<file path="config.mk">
export PLATFORM = sky130hd
export DESIGN_NAME = lc3_display_tx
export DESIGN_NICKNAME = d
export VERILOG_FILES = /design/src/rtl/lc3_display_tx.sv
export SDC_FILE = /design/constraint.sdc
export NUM_CORES = 1
export LEC_CHECK = 0
export CORE_ASPECT_RATIO = 1.2
export CORE_MARGIN = 2
export CORE_UTILIZATION = 30
export CTS_CLUSTER_DIAMETER = 60
export CTS_CLUSTER_SIZE = 28
export DETAILED_ROUTE_END_ITERATION = 7
export SLEW_MARGIN = 20
export SYNTH_ARGS = -nofsm -noshare
export SYNTH_HDL_FRONTEND = slang
export SYNTH_SLANG_ARGS = --single-unit
</file>
<file path="constraint.sdc">
create_clock -name clk -period 5.6 [get_ports clk]
set_input_delay 1.12 -clock clk [delete_from_list [all_inputs] [get_ports clk]]
set_output_delay 1.12 -clock clk [all_outputs]
set_load 0.005 [all_outputs]
</file>
<file path="src/rtl/lc3_display_tx.sv">
// lc3_display_tx: LC-3 display device (DSR/DDR) serializing DDR writes onto an 8N1 UART line.
// Optional interrupt enable (DSR[14]) and irq output are built when LC3_DSP_IRQ_EN is defined.
module lc3_display_tx #(
  parameter int          CLKS_PER_BIT = 434,
  parameter logic [15:0] DSR_ADDR     = 16'hFE04,
  parameter logic [15:0] DDR_ADDR     = 16'hFE06
) (
  input  logic        clk,
  input  logic        clr,
  input  logic [15:0] addr,
  input  logic        we,
  input  logic        re,
  input  logic [15:0] wdata,
  output logic [15:0] rdata,
  output logic        tx,
  output logic        irq
);
  localparam int BW = $clog2(CLKS_PER_BIT);
  typedef enum logic [1:0] {IDLE, START, DATA, STOP} state_t;
  state_t        state_q, state_d;
  logic [BW-1:0] baud_q, baud_d;
  logic [2:0]    bit_q, bit_d;
  logic [7:0]    shift_q, shift_d, shadow_q, shadow_d;
  logic          tx_q, tx_d;
  logic [15:0]   rdata_q, rdata_d, rd_val;
  logic          ready, ie, last, ddr_wr, unused_w;
  assign ready    = state_q == IDLE;
  assign last     = baud_q == BW'(CLKS_PER_BIT - 1);
  assign ddr_wr   = we && addr == DDR_ADDR;
  assign rd_val   = addr == DSR_ADDR ? {ready, ie, 14'b0} :
                    addr == DDR_ADDR ? {8'b0, shadow_q} : 16'h0000;
  assign unused_w = ^wdata[15:8];
  assign rdata    = rdata_q;
  assign tx       = tx_q;
  assign irq      = ready & ie;
`ifdef LC3_DSP_IRQ_EN
  logic ie_q;
  always_ff @(posedge clk or posedge clr)
    if (clr) ie_q <= 1'b0;
    else if (we && addr == DSR_ADDR) ie_q <= wdata[14];
  assign ie = ie_q;
`else
  assign ie = 1'b0;
`endif
  always_comb begin
    state_d  = state_q;
    bit_d    = bit_q;
    shift_d  = shift_q;
    shadow_d = shadow_q;
    tx_d     = tx_q;
    baud_d   = (state_q == IDLE || last) ? '0 : baud_q + BW'(1);
    rdata_d  = re ? rd_val : rdata_q;
    case (state_q)
      IDLE: if (ddr_wr) begin
        shift_d  = wdata[7:0];
        shadow_d = wdata[7:0];
        tx_d     = 1'b0;
        state_d  = START;
      end
      START: if (last) begin
        state_d = DATA;
        bit_d   = 3'd0;
        tx_d    = shift_q[0];
        shift_d = shift_q >> 1;
      end
      DATA: if (last) begin
        if (bit_q == 3'd7) begin
          state_d = STOP;
          tx_d    = 1'b1;
        end else begin
          bit_d   = bit_q + 3'd1;
          tx_d    = shift_q[0];
          shift_d = shift_q >> 1;
        end
      end
      STOP: if (last) state_d = IDLE;
      default: state_d = IDLE;
    endcase
  end
  always_ff @(posedge clk or posedge clr)
    if (clr) begin
      state_q  <= IDLE;
      baud_q   <= '0;
      bit_q    <= '0;
      shift_q  <= '0;
      shadow_q <= '0;
      tx_q     <= 1'b1;
      rdata_q  <= '0;
    end else begin
      state_q  <= state_d;
      baud_q   <= baud_d;
      bit_q    <= bit_d;
      shift_q  <= shift_d;
      shadow_q <= shadow_d;
      tx_q     <= tx_d;
      rdata_q  <= rdata_d;
    end
endmodule

</file>
# == After elaboration in Yosys (flattened, before gate mapping) ==
# Index checks and enable logic that the tools add are counted.
# Widths: inputs -> output; s select.
# word_totals
reg_bits,47
out_inout_bits,18
elab_cells,55
in_bits,36
# classes
addsub,2
n_reduce_logical,10
n_eq_ne,13
mux,23
# op_table
op,count
$mux 8,5
$eq 16x16->1 const B,2
$pmux 8 s3,1
$mux 16,1
$mux 2,5
$ne 2x2->1 const B,5
$reduce_and 5->1,2
$add 9x1->9 const B,1
$eq 9x9->1 const B,1
$mux 3,3
$mux 9,1
$pmux 2 s4,1
$reduce_and 4->1,2
$pmux 3 s2,1
$eq 2x2->1 const B,2
$mux 1,4
$add 3x1->3 const B,1
$eq 3x3->1 const B,1
$pmux 1 s3,1
$reduce_bool 3->1,1
$eq 2x1->1 const B,1
$logic_not 2->1,1
$ne 2x1->1 const B,1
$reduce_and 2->1,1
other kinds (3),3

# == Longest topological paths before layout ==
# depth
ltp_word,4
mapped_depth,6

# == Worst setup path before layout ==
# Ideal clock, no wire load.
# synth_timing
path_type,input-to-reg
start,in addr[0]
end,reg state_q[1]
path_buffers,0
path_slack_ps,2783
arrival_time_ps,2692
setup_time_ps,125
path_stages,5
cell_sequence,or4b_4 > nor4_4 > nand2_1 > a211oi_2 > mux2_2
# synth_via
elab_chain_cells,4
# synth_rtl
item,line_no,text
"start, declared",10,"input logic [15:0] addr,"
$eq 16x16->1,29,assign ddr_wr = we && addr == DDR_ADDR;
$logic_and 1x1->1,29,
$ne 2x1->1 (no line),--,
$reduce_and 5->1 (no line),--,
"end signal, assigned",90,state_q <= state_d;
"end, declared",20,"state_t state_q, state_d;"
# Every way passes these cells.
# A chain may end at the register's enable or synchronous reset.

# == Final worst setup path ==
# Ends and elaborated chain as after synthesis.

==> results.toml <==
[clock_network]
cts_tree = "yes"
cts_resized = 0
h-tree-depth = 2
cts.reportedPaths.clkPinSlew_ns = 0.08
clock_sinks = 40
clock_latency_ns = 0.29
ctsHoldBuffers = 0
cts_inserted_buffers = 5
post_cts_buffers = 0
clockBufferDepth = 2
clockRootBuffer = "clkbuf_8"

[timing]
final_hold_viol_count = 0
period_needed_ns = 3.070
rsz0062_at_grt = "no"
slew_headroom_pct = 66.62
setup_viol = 0
tns_ns = 0
worst_pin_slew_ns = 0.5007
finalCritPeriodShare_pct = 54.83
slew_violations = 0
finalClockSkew_ns = 0.003733
max_freq_mhz = 325.7

[setup_path]
crit_fanout = 3
path_class = "input port to flop"
crit_path_end_kind = "flop"
critPathRequiredTime_ns = 5.77
start_kind = "input port"
critPathArrivalTime_ns = 3.24

[final_layout]
fillers = 704
areaGrowthSynthToFinish_pct = 25.23
nets = 275
drive_gt1_share_pct = 17.83
antenna_cells = 0

[routing]
first_pass_iters = 4
finalWirelength_um = 3850
vias = 1420
post_drt_wl_per_cell_um = 12.15
antenna_left = 0
drc_errors = 0
drtIter0Drc = 49
viasPerCell = 4.479

[yosys]
synth.most_common_cell = "dfrtp_1"
synth_top_area_cell = "dfrtp_1"
synthFlopType = "dfrtp_1"
async_reset_ff_share_pct = 100.0
ys_warn_count = 0
synth_edf_count = 0
seq_area_frac_synth_pct = 48.34
netlist_top_cells_area = "dfrtp_1, mux2_2, ha_1, o21ai_0, buf_4"
synthTopCellsByCount = "dfrtp_1, mux2_2, inv_1, nand2_1, o21ai_0"
synthDistinctLibCells = 42
netlist_instances = 189
synth_top_area_share_pct = 47.07
avgSynthCellArea_um2 = 10.97
synth-seq-cells = 40
synth_area_um2 = 2073

[floorplan]
core_area_um2 = 6771
fp.dieH_um = 95.07
die_x_um = 79.89
dieArea_um2 = 7595
io_pins = 54
rows = 33
initial_core_util_pct = 30.62

[placement]
portBuffers = 37
place.gp.congestion = 0.7540
dp_hpwl_um = 2909

[power]
power_density_nw_per_um2 = 357.3
finalPower_w = 0.0009276
vdd_drop_max_mv = 0.2464
p_leak_nw = 1.128

[min_path]
hp-class = "flop to flop"

[outcome]
outcome = "finished clean"

[grt]
grt_overflow = 0
grt_max_degree = 41
antenna_found_initial = 0
grt_pass1_wl_um = 6555
grt_use_total_pct = 11.03
grt_pass1_vias = 1443

[job]
max_cap_viol_count = 0
[sequential cells by signal, indices dropped and copies added (netlist names)]
register and cells:
state_q 2, shadow_q 8, rdata 9, tx 1, shift_q 8, baud_q 9, bit_q 3
[report_power, final]
part	switching (W)	leakage [nW]	internal (W)	total, W
registers	0.0000364	0.533	0.000345	0.000381
logic	0.000164	0.556	0.000200	0.000364
clock network	0.0000978	0.0400	0.0000844	0.000182
[final cells by class]
| class | count | area (um2) | area share, % |
|---|---|---|---|
| clock inverters | 2 | 12.51 | 0.4819 |
| well taps | 87 | 108.9 | 4.193 |
| multi-input cells | 129 | 965.9 | 37.20 |
| inverters | 16 | 60.06 | 2.313 |
| clock buffers | 5 | 68.82 | 2.651 |
| flip-flops and latches | 40 | 1002 | 38.60 |
| repair buffers | 38 | 377.9 | 14.55 |
[routing by layer]
layer,routed length [um],GRT usage [%]
met1,1722,13.12
met4,46,4.096
met3,91,2.936
met5,0,0
met2,1989,19.03
[kinds of logic after synthesis]
| kind of cell | count (synthesis) | share of synthesized area (%) |
|---|---|---|
| AND/OR/NAND/NOR | 54 | 14.55 |
| flip-flops | 40 | 48.34 |
| buffers and inverters | 27 | 6.337 |
| XOR/XNOR | 6 | 2.535 |
| adder cells (fa/ha/maj) | 9 | 5.432 |
| AO/OA/AOI/OAI | 27 | 9.053 |
| other | 1 | 0.1809 |
| multiplexers | 25 | 13.58 |
[stage by stage]
| step | util, % | area (um2) | worst slack, ns | std cells | hold WS, ns |
|---|---|---|---|---|---|
| CTS | 38.34 | 2596 | 2.514 | 317 | 0.4861 |
| detailed placement | 37.14 | 2515 | 2.208 | 310 | 0.4695 |
| global route | 38.34 | 2596 | 2.434 | 317 | 0.5174 |
| floorplan | - | 2100 | 2.783 | 196 | 0.4444 |
| finish | 38.34 | 2596 | 2.530 | 317 | 0.4746 |
| global placement | 37.14 | 2515 | 2.235 | 310 | 0.4542 |
[cells in the final DEF, fill, tap and decap left out, types with 2 or more instances in the layout]
cell,instances
clkbuf_8,5
nand2_1,16
a22o_1,3
conb_1,8
nand4_1,4
xnor2_1,3
xor2_1,3
a21oi_1,2
ha_1,9
nor2_1,10
o21ai_0,14
inv_1,16
a21boi_0,2
dfrtp_1,39
and4_1,2
mux2_2,24
nor3_1,2
clkdlybuf4s50_1,37
nand3_1,6
[critical path: stages]
cell	delay, ns
clkdlybuf4s50_1	0.40
or4b_4	0.57
nor4_4	0.34
nand2_1	0.15
a211oi_2	0.30
mux2_2	0.36
[worst paths after layout]
kind                       cells after the start         from         end  slack [ns]
setup / recovery                               6      addr[0]  state_q[1]        2.53
hold / removal                                 2  shadow_q[7]    rdata[7]        0.47
setup reg to reg                               5    baud_q[3]  shift_q[5]        3.50
hold reg to reg                                2  shadow_q[7]    rdata[7]        0.47
max in group asynchronous                      3          clr          tx        3.98
min in group asynchronous                      3          clr   baud_q[5]        1.25
Note: power is estimated with default switching activity, not from simulation.
